$ cat src/rtl/mem_arbiter.sv
`default_nettype none
// ============================================================================
//  Module      : mem_arbiter
//  Description : Shares one memory port between the instruction-fetch path
//                and the load/store data path. Grants one held request,
//                drives the memory port until m_ack or a timeout, then
//                returns read data with a one-cycle done pulse and err flag.
//  Option      : ARB_ROUND_ROBIN_EN - when defined, a tie in IDLE grants the
//                port opposite to the last owner; when undefined, the data
//                port always wins a tie.
//  Revision    : 1.0 - initial release
// ============================================================================
module mem_arbiter #(
  parameter int ADDR_W  = 64,
  parameter int DATA_W  = 64,
  parameter int TIMEOUT = 255
) (
  input  logic              clk,
  input  logic              reset,
  // Instruction-fetch requester
  input  logic              i_req,
  input  logic [ADDR_W-1:0] i_addr,
  output logic [DATA_W-1:0] i_rdata,
  output logic              i_done,
  // Load/store requester
  input  logic              d_req,
  input  logic              d_we,
  input  logic [ADDR_W-1:0] d_addr,
  input  logic [DATA_W-1:0] d_wdata,
  output logic [DATA_W-1:0] d_rdata,
  output logic              d_done,
  // Shared memory port
  output logic              m_req,
  output logic              m_we,
  output logic [ADDR_W-1:0] m_addr,
  output logic [DATA_W-1:0] m_wdata,
  input  logic [DATA_W-1:0] m_rdata,
  input  logic              m_ack,
  // Status
  output logic              err,
  output logic              busy,
  output logic              owner
);

  typedef enum logic [1:0] {
    S_IDLE   = 2'd0,
    S_ACCESS = 2'd1,
    S_RESP   = 2'd2
  } state_t;

  // Counter is 8 bits wide; the compare uses one extra bit so the
  // increment never wraps before it is checked against the limit.
  localparam logic [8:0] c_timeout_lim = 9'(TIMEOUT);

  state_t              r_state;
  state_t              w_state_nxt;
  logic [7:0]          r_cnt;
  logic [7:0]          w_cnt_nxt;
  logic [8:0]          w_cnt_inc;
  logic                w_timeout_hit;
  logic                w_any_req;
  logic                w_grant_data;

  logic                w_m_req_nxt;
  logic                w_m_we_nxt;
  logic [ADDR_W-1:0]   w_m_addr_nxt;
  logic [DATA_W-1:0]   w_m_wdata_nxt;
  logic [DATA_W-1:0]   w_i_rdata_nxt;
  logic [DATA_W-1:0]   w_d_rdata_nxt;
  logic                w_i_done_nxt;
  logic                w_d_done_nxt;
  logic                w_err_nxt;
  logic                w_busy_nxt;
  logic                w_owner_nxt;

  assign w_cnt_inc     = {1'b0, r_cnt} + 9'd1;
  assign w_timeout_hit = (w_cnt_inc >= c_timeout_lim);
  assign w_any_req     = i_req | d_req;

  // Grant decision: which requester wins if a grant happens this cycle.
  always_comb begin
`ifdef ARB_ROUND_ROBIN_EN
    // On a tie, hand the port to whoever did not own it last.
    w_grant_data = d_req & (~i_req | ~owner);
`else
    // Data path has strict priority; fetch waits while d_req is held.
    w_grant_data = d_req;
`endif
  end

  // Next-state and next-output logic; every output is registered below.
  always_comb begin
    w_state_nxt   = r_state;
    w_cnt_nxt     = r_cnt;
    w_m_req_nxt   = m_req;
    w_m_we_nxt    = m_we;
    w_m_addr_nxt  = m_addr;
    w_m_wdata_nxt = m_wdata;
    w_i_rdata_nxt = i_rdata;
    w_d_rdata_nxt = d_rdata;
    w_i_done_nxt  = 1'b0;
    w_d_done_nxt  = 1'b0;
    w_err_nxt     = err;
    w_busy_nxt    = busy;
    w_owner_nxt   = owner;

    case (r_state)
      S_IDLE: begin
        if (w_any_req) begin
          w_owner_nxt   = w_grant_data;
          w_m_req_nxt   = 1'b1;
          w_m_we_nxt    = w_grant_data & d_we;
          w_m_addr_nxt  = w_grant_data ? d_addr : i_addr;
          w_m_wdata_nxt = (w_grant_data & d_we) ? d_wdata : '0;
          w_cnt_nxt     = 8'd0;
          w_err_nxt     = 1'b0;
          w_busy_nxt    = 1'b1;
          w_state_nxt   = S_ACCESS;
        end
      end

      S_ACCESS: begin
        w_cnt_nxt = w_cnt_inc[7:0];
        // An ack arriving on the timeout cycle still counts as success.
        if (m_ack) begin
          w_m_req_nxt = 1'b0;
          w_err_nxt   = 1'b0;
          w_state_nxt = S_RESP;
          if (owner) begin
            w_d_rdata_nxt = m_we ? '0 : m_rdata;
            w_d_done_nxt  = 1'b1;
          end else begin
            w_i_rdata_nxt = m_rdata;
            w_i_done_nxt  = 1'b1;
          end
        end else if (w_timeout_hit) begin
          w_m_req_nxt = 1'b0;
          w_err_nxt   = 1'b1;
          w_state_nxt = S_RESP;
          if (owner) begin
            w_d_rdata_nxt = '0;
            w_d_done_nxt  = 1'b1;
          end else begin
            w_i_rdata_nxt = '0;
            w_i_done_nxt  = 1'b1;
          end
        end
      end

      S_RESP: begin
        // Done pulse is visible during this cycle; clear status on exit.
        w_err_nxt   = 1'b0;
        w_busy_nxt  = 1'b0;
        w_state_nxt = S_IDLE;
      end

      default: begin
        w_m_req_nxt = 1'b0;
        w_err_nxt   = 1'b0;
        w_busy_nxt  = 1'b0;
        w_state_nxt = S_IDLE;
      end
    endcase
  end

  // State, counter and output registers; reset drops the port at once.
  always_ff @(posedge clk or negedge reset) begin
    if (!reset) begin
      r_state <= S_IDLE;
      r_cnt   <= 8'd0;
      m_req   <= 1'b0;
      m_we    <= 1'b0;
      m_addr  <= '0;
      m_wdata <= '0;
      i_rdata <= '0;
      d_rdata <= '0;
      i_done  <= 1'b0;
      d_done  <= 1'b0;
      err     <= 1'b0;
      busy    <= 1'b0;
      owner   <= 1'b1;
    end else begin
      r_state <= w_state_nxt;
      r_cnt   <= w_cnt_nxt;
      m_req   <= w_m_req_nxt;
      m_we    <= w_m_we_nxt;
      m_addr  <= w_m_addr_nxt;
      m_wdata <= w_m_wdata_nxt;
      i_rdata <= w_i_rdata_nxt;
      d_rdata <= w_d_rdata_nxt;
      i_done  <= w_i_done_nxt;
      d_done  <= w_d_done_nxt;
      err     <= w_err_nxt;
      busy    <= w_busy_nxt;
      owner   <= w_owner_nxt;
    end
  end

endmodule
`default_nettype wire
$ cat config.mk
export PLATFORM = sky130hd
export DESIGN_NAME = mem_arbiter
export DESIGN_NICKNAME = d
export VERILOG_FILES = /design/src/rtl/mem_arbiter.sv
export SDC_FILE = /design/constraint.sdc
export NUM_CORES = 1
export LEC_CHECK = 0
export BUFFER_PORTS_ARGS = -buffer_cell sky130_fd_sc_hd__buf_2
export CAP_MARGIN = 20
export CORE_AREA = 2 2 202 204
export DETAILED_ROUTE_END_ITERATION = 7
export DIE_AREA = 0 0 204 206
export REMOVE_ABC_BUFFERS = 1
export SLEW_MARGIN = 25
export SYNTH_ARGS = -nofsm -noshare
export SYNTH_HDL_FRONTEND = slang
export SYNTH_SLANG_ARGS = --single-unit
$ cat constraint.sdc
create_clock -name clk -period 3.7 [get_ports clk]
set_clock_uncertainty 0.1 [all_clocks]
set_input_delay 0.555 -clock clk [delete_from_list [all_inputs] [get_ports clk]]
set_output_delay 0.555 -clock clk [all_outputs]
set_load 0.01 [all_outputs]
-- After elaboration in Yosys (flattened, before gate mapping)
Index checks and enable logic that the tools add are counted.
- $add $sub $neg: 1
- order comparisons: 1
- equality and inequality tests: 4
- multiplexer cells: 34
- bitwise gates (word level): 5
- reduce and logical (&&, ||, !) cells: 10
- operator list (cell ; number):
    $mux W64 ; 11
    $pmux W8 S2 ; 1
    $mux W1 ; 14
    $add A8 B1 Y9 const B ; 1
    $ge A9 B8 Y1 const B ; 1
    $reduce_and A3 Y1 ; 3
    $mux W8 ; 1
    $reduce_and A2 Y1 ; 4
    $mux W2 ; 3
    $pmux W1 S2 ; 2
    $pmux W2 S2 ; 1
    $reduce_bool A2 Y1 ; 2
    $ne A3 B3 Y1 const B ; 1
    $not A1 Y1 ; 3
    $pmux W1 S3 ; 1
    $eq A2 B1 Y1 const B ; 1
    $eq A2 B2 Y1 const B ; 1
    $logic_not A2 Y1 ; 1
    $ne A2 B2 Y1 const B ; 1
    $and A1 B1 Y1 ; 1
    $or A1 B1 Y1 ; 1
- flip-flop bits (word level): 273
- input port bits: 262
- output and inout bits: 263

-- Depth between registers and ports, before layout
Gate-level depths: netlist (run 1).
- depth after elaboration: 5
- depth in mapped cells: 8
- depth with buffers taken out: 5

-- Worst setup path after synthesis (run 1)
Ideal clock, no wire load.
- path kind: register to register
- from: reg r_cnt[0]
- to: reg d_rdata[50]
- arrival: 1.863 ns
- required time: 3.482 ns
- setup slack: 1.619 ns
- stages on the path, launching flop included: 9
- path buffers: 3
- clock period less this slack: 2.081 ns
- cells stage by stage: dfrtp_1 ha_1 and3_1 buf_2 buf_4 clkbuf_1 a21oi_1 a31o_2 a21o_1
- longest elaborated chain between the ends: 4
- RTL lines (item ; RTL line ; source):
    from (decl) ; 57 ; logic [7:0] r_cnt;
    from (signal assigned) ; 184 ; r_cnt <= w_cnt_nxt;
    $add A8 B1 Y9 ; 76 ; assign w_cnt_inc = {1'b0, r_cnt} + 9'd1;
    $ge A9 B8 Y1 ; 77 ; assign w_timeout_hit = (w_cnt_inc >= c_timeout_lim);
    $reduce_bool A2 Y1 (no source line) ; - ;
    $reduce_and A3 Y1 (no source line) ; - ;
    to (signal assigned) ; 190 ; d_rdata <= w_d_rdata_nxt;
    to (decl) ; 30 ; output logic [DATA_W-1:0] d_rdata,
Every way passes these cells.
A chain may end at the register's enable or synchronous reset.

-- Worst setup path after layout (run 1)
- from: reg r_cnt[0]
- to: reg d_rdata[62]
The elaborated chain is that of the path after synthesis.

==> results of run 1 <==
==> per-layer routing <==
layer / global-route usage, % / part of all wire (%) / wire [um]
met4: 7.14 / 2.9 / 1520
met2: 39.3 / 48 / 25200
met5: 0 / 0.21 / 108
met3: 4.95 / 7.0 / 3630
met1: 31.8 / 42 / 21800
==> power by group through the flow <==
stage / clock network, uW / registers (uW) / logic (uW)
2_1_floorplan: 0 / 5230 / 3460
3_3_place_gp: 0 / 4750 / 6290
4_1_cts: 3400 / 4760 / 6410
6_report: 3300 / 4760 / 6340
3_5_place_dp: 0 / 4800 / 6400
5_1_grt: 3510 / 4910 / 6910
==> registers in the layout, summed over array words and instances, names as in the netlist <==
register / flops
d_rdata: 64
i_rdata: 64
m_addr: 64
m_wdata: 64
r_cnt: 8
r_state: 2
busy: 1
d_done: 1
err: 1
i_done: 1
m_req: 1
m_we: 1
owner: 1
==> timing repair <==
item / 4_1_cts / 5_1_grt
hold buffers: 1 / 0
endpoints found under the hold margin: 77 / 0
endpoints found under the setup margin: 0 / 0
==> final cells by class <==
class / count / area [um2] / area share (%)
multi-input cells: 1045 / 7720 / 39.8
diodes: 5 / 12.5 / 0.0645
inverters: 3 / 11.3 / 0.0580
flip-flops and latches: 273 / 6830 / 35.2
well taps: 532 / 666 / 3.43
clock buffers: 46 / 922 / 4.75
repair buffers: 560 / 3060 / 15.8
clock inverters: 11 / 176 / 0.909
==> final timing paths <==
| path | startpoint | to | slack (ns) | cells past startpoint |
|---|---|---|---|---|
| max | r_cnt[0] | d_rdata[62] | 1.10 | 6 |
| min | d_wdata[47] | m_wdata[47] | 0.08 | 2 |
| max reg2reg | r_cnt[0] | d_rdata[62] | 1.10 | 6 |
| min reg2reg | m_addr[61] | m_addr[61] | 0.37 | 2 |
| max in group asynchronous | reset | i_rdata[54] | 2.08 | 3 |
| min in group asynchronous | reset | i_rdata[36] | 0.46 | 2 |
==> per-stage QoR <==
step                utilization, %  instance area [um2]  hold WS (ns)  TNS (ns)  std cells
floorplan                        -                14500         0.159   -340.91       1321
global placement              45.5                18300         0.358         0       2412
detailed placement            45.5                18300         0.365         0       2412
CTS                           48.3                19400        0.0464         0       2470
global route                  48.3                19400        0.0537         0       2472
finish                        48.3                19400        0.0757         0       2475
==> cells in the mapped netlist, drive strengths merged (2+ instances only) <==
library cell,instances
o21a,2
o31ai,2
nor3,2
nand2b,130
a31oi,3
inv,3
nor2,7
a22o,129
dfrtp,272
ha,2
a31o,128
nand2,73
nand3,3
mux2i,64
and2,2
a21oi,130
clkbuf,99
a21o,130
buf,63
nand4,2
and3,3
and3b,65
mux2,64
o21ai,85
xnor2,2
==> cell families after synthesis <==
kind of cell	Yosys count	synth area share, %
compound gates	619	29.1
flops	273	44.7
mux	128	8.91
xor+xnor	2	0.115
buf+inv	165	5.11
fa+ha+maj	2	0.164
simple gates	294	11.9
==> summary.log, run 1 <==
INFO  pwr            cellInternalPower=9090uW
INFO  worst_setup_path slowest_delay=0.73ns
INFO  layout         layout-area-overhead-vs-synth=27.0%
INFO  pwr            power.combinational.fraction=44.0%
INFO  clocking       clk_pin_slew_worst_paths=0.06ns
INFO  clocking       tritoncts=yes
INFO  worst_setup_path critical_path_fanouts_max=57
INFO  routing        routed-via-count=13600
INFO  timing         max_clock_freq=0.384GHz
INFO  floorplan      die_height=206um
INFO  clocking       cts.repair_timing.setup_buffer_count=0
INFO  yosys          synth_area=15300um2
INFO  grt            grt_antenna_before_repair=13
INFO  floorplan      initial_core_util=38.0%
INFO  flow_run       drv.max_cap_violation_count=0
INFO  min_path       min-delay-path-class=primary input to flop
INFO  yosys          yosysTopAreaCell=dfrtp_1
INFO  floorplan      rows=74
INFO  routing        detail_route.first_pass.iterations=6
INFO  routing        vias_per_cell=5.48
INFO  yosys          synth_area_leaders=dfrtp_1 45%, a22o_1 7.4%, a21o_1 6.4%
INFO  yosys          post-synth-top-area-fraction=44.6%
INFO  worst_setup_path critical_path.startpoint_type=flop
INFO  floorplan      core_box_area=40200um2
INFO  grt            grt.overflow.total=0
INFO  routing        route.final.wire_length=52.2mm
INFO  clocking       clock_sinks=273
INFO  floorplan      width_of_the_chip=204um
INFO  worst_setup_path chain_of_cells_forming_the_critical_path=ha_1 -> and3_4 -> buf_4 -> a21oi_1 -> a31o_2 -> a21o_1
INFO  yosys          synth_area_per_cell=10.3um2
INFO  floorplan      die_ar=42000um2
INFO  timing         tightestPinTransition=0.975ns
INFO  pwr            total_switching_power=5310uW
INFO  timing         finalHoldViolCount=0
INFO  yosys          synth.ff_latch_count=273
INFO  timing         setup_slack=1.10ns
INFO  clocking       cts_buffers=31
INFO  yosys          synthArstFlopShare=100%
INFO  worst_setup_path endpoint_kind=flop
INFO  clocking       root_buffer=clkbuf_16
INFO  layout         fin_nets=2178
INFO  grt            largest_net_degree_at_the_start_of_global_routing=101
INFO  placed_design  pre_cts_ws=1.14ns
INFO  pwr            design_power_total=14400uW
INFO  clocking       insertion_delay=0.59ns
INFO  timing         report.final.setup_viol=0
INFO  timing         finalMaxSlewViolations=0
INFO  placed_design  io_buffers=524
INFO  yosys          synth_warnings=0
INFO  pwr            relative_contribution_of_sequential_cells_to_total_power=33.1%
INFO  routing        first_iter_violations=908
INFO  worst_setup_path critical_path_class=flop to flop
INFO  routing        antenna_violating_nets_post_route=0
INFO  clocking       cts_htree_levels=1
INFO  layout         fillCellCount=3829
INFO  pwr            total_leakage_power=0.00893uW
INFO  pwr            power_density=742nW/um2
INFO  grt            grtUsageTotal=23.9%
INFO  worst_setup_path worst_path_max_delay_cell=and3_4
INFO  yosys          postSynth.topFlopCell=dfrtp_1
INFO  grt            via_count_of_the_first_global_routing_pass=13000
INFO  routing        post_drt_wl_per_cell=21.1um
INFO  timing         fin_crit_sh=70.3%
INFO  worst_setup_path cp.buffers_inverters=1
INFO  pwr            irDropWorstVdd=0.518mV
INFO  floorplan      num_io_pins=525
INFO  timing         grt_setup_unrepaired=false
INFO  yosys          synthDistinctLibCells=50
INFO  placed_design  gpl.final_weighted_congestion=0.844
INFO  layout         layout_commonest_cell=buf_2
INFO  layout         layout.cells.most_common_list=521 x buf_2, 271 x dfrtp_1, 130 x a21oi_1, 130 x nand2b_1, 130 x a21o_1
INFO  worst_setup_path timing.critical_path.max_delay_family=simple AND/OR/NAND/NOR gates
INFO  yosys          synth_sequential_area_ratio=44.7%
INFO  yosys          synth_cells=1483
INFO  layout         post_route_cells_drive_above_1_share=37.6%
INFO  routing        remaining_drc_errors=0
INFO  worst_setup_path cp_data_required_time=4.07ns
INFO  grt            global_route_wire_length_before_repair=78.5mm
INFO  pwr            sw_frac_of_total=36.9%
INFO  timing         final_critical_period=2.60ns
INFO  yosys          number_of_synthesized_flops_with_an_enable_pin=0
INFO  pwr            power.clock.fraction=22.9%
INFO  worst_setup_path crit_arrival=2.97ns
INFO  timing         headroom_to_the_max_slew_limit=35.0%
INFO  outcome        run_status=finished clean
INFO  placed_design  dpl.hpwl=35.2mm
INFO  clocking       cts.repair.resized=0
INFO  clocking       cts_buffer_depth=3
Note: power is estimated with default switching activity, not from simulation.
==> run 2: changes to the inputs <==
- CORE_AREA: 2 2 202 204 -> 2 2 203 205
- DIE_AREA: 0 0 204 206 -> 0 0 205 207
- PLACE_DENSITY: default -> 0.66
- clock period: 3.7 -> 2.1 ns (I/O delays scaled with it)
==> summary.log, run 2 (synthesis results as in run 1) <==
INFO  outcome        run_status=finished clean
INFO  grt            largest_net_degree_at_the_start_of_global_routing=67
INFO  layout         layout-area-overhead-vs-synth=44.5%
INFO  floorplan      width_of_the_chip=205um
INFO  clocking       tritoncts=yes
INFO  timing         max_clock_freq=0.488GHz
INFO  pwr            power_density=1220nW/um2
INFO  pwr            design_power_total=26900uW
INFO  layout         finalCoreUtilization=54.7%
INFO  clocking       root_buffer=clkbuf_16
INFO  routing        route.final.wire_length=58.3mm
INFO  floorplan      initial_core_util=37.8%
INFO  worst_setup_path critical_path_fanouts_max=47
INFO  routing        detail_route.first_pass.iterations=5
INFO  worst_setup_path cp-startpoint=r_state[1]
INFO  grt            top_usage_layer=met2
INFO  grt            met1_usage=33.0%
INFO  timing         headroom_to_the_max_slew_limit=66.5%
INFO  worst_setup_path critical_path.startpoint_type=flop
INFO  timing         fin_crit_sh=97.6%
INFO  placed_design  post-place-cells=2459
INFO  routing        routed-via-count=15100
INFO  worst_setup_path regToRegSetupSlack=0.05ns
INFO  timing         finalHoldViolCount=0
INFO  layout         layout.cells.most_common_list=521 x buf_2, 269 x dfrtp_1, 184 x dlygate4sd3_1
INFO  layout         fillCellCount=3422
INFO  worst_setup_path endpoint_kind=flop
INFO  timing         grt_setup_unrepaired=true
INFO  clocking       cts_htree_levels=1
INFO  timing         tightestPinTransition=0.502ns
INFO  routing        antenna_violating_nets_post_route=0
INFO  layout         layout.area.seq=6840um2
INFO  routing        first_iter_violations=1132
INFO  grt            via_count_of_the_first_global_routing_pass=14900
INFO  worst_setup_path reg2regPathDepth=5
INFO  routing        post_drt_wl_per_cell=21.5um
INFO  layout         layout_commonest_cell=buf_2
INFO  pwr            irDropWorstVdd=0.763mV
INFO  routing        remaining_drc_errors=0
INFO  worst_setup_path critical_path.reg2reg.startpoint=r_state[1]
INFO  grt            grt_antenna_before_repair=6
INFO  pwr            total_leakage_power=0.0101uW
INFO  layout         stdcell_count=2714
INFO  floorplan      num_io_pins=525
INFO  worst_setup_path crit_arrival=2.41ns
INFO  clocking       clock_sinks=273
INFO  placed_design  io_buffers=524
INFO  floorplan      die_ar=42400um2
INFO  layout         post_route_cells_drive_above_1_share=36.3%
INFO  grt            grtUsageTotal=26.0%
INFO  clocking       cts_buffers=31
INFO  worst_setup_path endpoint=i_rdata[11]
INFO  layout         fin_nets=2417
INFO  clocking       insertion_delay=0.59ns
INFO  timing         finalMaxSlewViolations=0
INFO  worst_setup_path cp_data_required_time=2.46ns
INFO  timing         report.final.setup_viol=0
INFO  clocking       clk_pin_slew_worst_paths=0.06ns
INFO  layout         multiInputGateArea=7780um2
INFO  timing         final_critical_period=2.05ns
INFO  grt            grt.overflow.total=0
INFO  worst_setup_path critical_path_class=flop to flop
INFO  floorplan      die_height=207um
INFO  grt            global_route_wire_length_before_repair=87.7mm
INFO  placed_design  dpl.hpwl=37.3mm
INFO  min_path       min-delay-path-class=primary input to flop
INFO  routing        vias_per_cell=5.55
INFO  flow_run       drv.max_cap_violation_count=0
INFO  floorplan      core_box_area=40400um2
INFO  clocking       cts_buffer_depth=3
INFO  floorplan      rows=74
INFO  grt            global_route.usage.met2=43.3%
INFO  timing         final.hold.worst_slack=0.0260ns
INFO  worst_setup_path reg2reg_to=i_rdata[11]
INFO  placed_design  gpl.final_weighted_congestion=0.878
INFO  grt            use_met3=3.45%
-- run 2: layer usage --
layer	vias to the layer above	wire [um]
li1	6830	-
met1	7378	22900
met2	712	28700
met3	145	3750
met4	4	2990
met5	-	28
-- run 2: layout make-up --
type / count / area share [%]
clock inverter: 18 / 1.25
clock buffer: 40 / 3.80
antenna: 4 / 0.0454
timing repair buffer: 799 / 25.6
tap: 532 / 3.02
multi-input combinational: 1045 / 35.3
sequential: 273 / 31.0
inverter: 3 / 0.0510
-- run 2: timing repair --
action,in CTS,in global routing
gates resized for setup,3,18
gates cloned,0,5
hold buffers,184,0
setup endpoints to repair,80,116
pin swaps,0,2
endpoints found under the hold margin,217,0
buffers inserted,0,4
-- run 2: worst min path at each step --
stage | startpoint | end | slack (ns) | depth (start not counted)
finish | m_rdata[1] | i_rdata[1] | 0.03 | 4
global route | m_rdata[1] | i_rdata[1] | 0.03 | 4
CTS | m_rdata[1] | i_rdata[1] | 0.004 | 4
detailed placement | reset | i_rdata[44] | 0.19 | 1
global placement | reset | d_rdata[34] | 0.19 | 1
floorplan | reset | busy | -0.08 | 0
-- run 2: per-stage QoR --
stage	setup WS (ns)	area, um2	setup TNS [ns]
6_report	0.0501	22100	0
5_1_grt	-0.00804	22100	-0.00804
4_1_cts	0.0108	21800	0
3_5_place_dp	-0.0545	18900	-2.61
3_3_place_gp	-0.0131	18900	-0.268
2_1_floorplan	-3.82	14500	-726.96
-- run 2: power breakdown --
part	internal [uW]	switching, uW
Combinational	6210	6290
Clock	3680	2340
Sequential	7130	1290
Total	17000	9920
-- run 2: worst max-delay path, stage by stage (launching register included) --
cell and delay, ns:
dfrtp_1 0.44, or3b_4 0.49, buf_12 0.20, a22o_1 0.29, a31o_4 0.20, a21o_1 0.14
==> run 3: changes to the inputs <==
- CELL_PAD_IN_SITES_DETAIL_PLACEMENT: default -> 0
- CELL_PAD_IN_SITES_GLOBAL_PLACEMENT: default -> 2
- CORE_AREA: 2 2 203 205 -> default
- CORE_UTILIZATION: default -> 28
- DIE_AREA: 0 0 205 207 -> default
- PLACE_DENSITY: 0.66 -> default
- PLACE_DENSITY_LB_ADDON: default -> 0.1
==> summary.log, run 3 (synthesis results as in run 1) <==
INFO  worst_setup_path cp_data_required_time=2.43ns
INFO  grt            grtUsageTotal=21.9%
INFO  min_path       min-delay-path-class=primary input to flop
INFO  worst_setup_path critical_path.startpoint_type=flop
INFO  routing        remaining_drc_errors=0
INFO  worst_setup_path worst_path_max_delay_cell=or3b_4
INFO  worst_setup_path chain_of_cells_forming_the_critical_path=buf_4 -> or3b_4 -> buf_4 -> a22o_1 -> a31o_2 -> a21o_1
INFO  min_path       min_from=d_addr[57]
INFO  worst_setup_path cp.buffers_inverters=2
INFO  routing        routed-via-count=14400
INFO  worst_setup_path reg2reg_to=i_rdata[21]
INFO  clocking       cts_htree_levels=2
INFO  timing         report.final.setup_viol=0
INFO  pwr            power_density=1220nW/um2
INFO  timing         finalMaxSlewViolations=0
INFO  pwr            total_leakage_power=0.0101uW
INFO  layout         layout-area-overhead-vs-synth=45.4%
INFO  floorplan      initial_core_util=28.4%
INFO  worst_setup_path critical_path.reg2reg.startpoint=owner
INFO  clocking       cts_buffer_depth=3
INFO  timing         fin_crit_sh=95.1%
INFO  worst_setup_path endpoint_kind=flop
INFO  clocking       insertion_delay=0.54ns
INFO  timing         finalHoldViolCount=0
INFO  grt            largest_net_degree_at_the_start_of_global_routing=61
INFO  routing        vias_per_cell=4.99
INFO  placed_design  gpl.final_weighted_congestion=0.789
INFO  outcome        run_status=finished clean
INFO  worst_setup_path timing.critical_path.max_delay_family=compound AO/OA/AOI/OAI gates
INFO  routing        detail_route.first_pass.iterations=5
INFO  placed_design  post-place-cells=2641
INFO  grt            grt_antenna_before_repair=5
INFO  floorplan      num_io_pins=525
INFO  clocking       root_buffer=clkbuf_16
INFO  worst_setup_path critical_path_fanouts_max=14
INFO  layout         fin_nets=2414
INFO  layout         layout.cells.most_common_list=521 x buf_2, 268 x dfrtp_1, 166 x dlygate4sd3_1
INFO  layout         multiInputGateArea=7750um2
INFO  worst_setup_path slowest_delay=0.40ns
INFO  worst_setup_path regToRegSetupSlack=0.10ns
INFO  routing        route.final.wire_length=61.8mm
INFO  min_path       timing.hold.worst_path_depth=3
INFO  floorplan      die_height=236um
INFO  min_path       hold-path-endpoint=m_addr[57]
INFO  floorplan      core_box_area=53800um2
INFO  layout         fillCellCount=5393
INFO  clocking       cts_buffers=37
INFO  clocking       tritoncts=yes
INFO  timing         headroom_to_the_max_slew_limit=64.6%
INFO  timing         max_clock_freq=0.501GHz
INFO  floorplan      die_ar=55500um2
INFO  worst_setup_path critical_path_class=flop to flop
INFO  grt            global_route_wire_length_before_repair=94.0mm
INFO  timing         grt_setup_unrepaired=false
INFO  pwr            irDropWorstVdd=0.632mV
INFO  layout         layout.area.seq=6840um2
INFO  routing        antenna_violating_nets_post_route=0
INFO  flow_run       drv.max_cap_violation_count=0
INFO  worst_setup_path critical_path.most_common_cell=buf_4
INFO  clocking       cts.repair_timing.setup_buffer_count=0
INFO  worst_setup_path cp_num_cells=6
INFO  layout         post_route_cells_drive_above_1_share=36.7%
INFO  clocking       clk_pin_slew_worst_paths=0.06ns
INFO  worst_setup_path reg2regPathDepth=6
INFO  timing         fin_setup_tns=0ns
INFO  placed_design  io_buffers=524
INFO  layout         stdcell_count=2874
INFO  routing        post_drt_wl_per_cell=21.5um
INFO  grt            grt.overflow.total=0
INFO  timing         final_critical_period=2.00ns
INFO  floorplan      rows=85
INFO  routing        first_iter_violations=655
INFO  grt            via_count_of_the_first_global_routing_pass=14800
INFO  timing         tightestPinTransition=0.531ns
INFO  floorplan      width_of_the_chip=236um
INFO  pwr            design_power_total=27000uW
INFO  placed_design  dpl.hpwl=42.5mm
INFO  clocking       clock_sinks=273
INFO  layout         layout_commonest_cell=buf_2
INFO  worst_setup_path crit_arrival=2.33ns
[run 3: layout make-up]
cell class,count,share of cell area [%]
Clock buffer,59,5.00
Antenna cell,3,0.0338
Sequential cell,273,30.8
Tap cell,696,3.92
Inverter,3,0.0507
Multi-Input combinational cell,1045,34.9
Clock inverter,5,0.254
Timing Repair Buffer,790,25.0
[run 3: worst register-to-register path, delay by kind of cell, from the launching register on]
| kind | cells | cell delay (ns) |
|---|---|---|
| AOI/OAI and AO/OA | 3 | 0.63 |
| DFF | 1 | 0.37 |
| buffers and inverters | 2 | 0.38 |
| and+or+nand+nor | 1 | 0.41 |
[run 3: where the power goes]
part / switching (uW) / internal (uW)
logic: 6250 / 6130
clock network: 2470 / 3730
registers: 1270 / 7130
total: 9990 / 17000
[run 3: repair_timing]
action | CTS | global route
endpoints found under the hold margin | 264 | 0
setup endpoints to repair | 14 | 120
gates resized for setup | 1 | 6
hold buffers | 166 | 0
[run 3: how the worst max path moves through the flow]
stage                from          end  slack [ns]
6_report            owner  i_rdata[21]        0.10
5_1_grt          r_cnt[4]  d_rdata[56]        0.02
4_1_cts          r_cnt[1]  i_rdata[54]        0.02
3_5_place_dp     r_cnt[1]  i_rdata[54]        0.01
3_3_place_gp     r_cnt[1]  i_rdata[51]        0.04
2_1_floorplan  r_state[1]   i_rdata[0]       -3.82
[run 3: per-stage QoR]
stage                     hold WS [ns]  instance area [um2]  setup WS, ns  utilization (%)
after CTS                    0.0000738                22200        0.0237             41.2
after floorplan                -0.0806                14500         -3.82                -
final                          0.00877                22200         0.103             41.3
after global routing            0.0209                22200        0.0170             41.3
after global placement          0.0706                19300        0.0423             35.9
after detailed placement        0.0714                19300        0.0133             35.9
[run 3: routing by layer]
metal  up-vias  track usage (%)  share of wire (%)
met5         -                0                  0
met4         0             5.76                2.3
met3        69             5.37                6.1
met2       413             36.8                 49
met1      7068             27.9                 43
li1       6802                -                  -
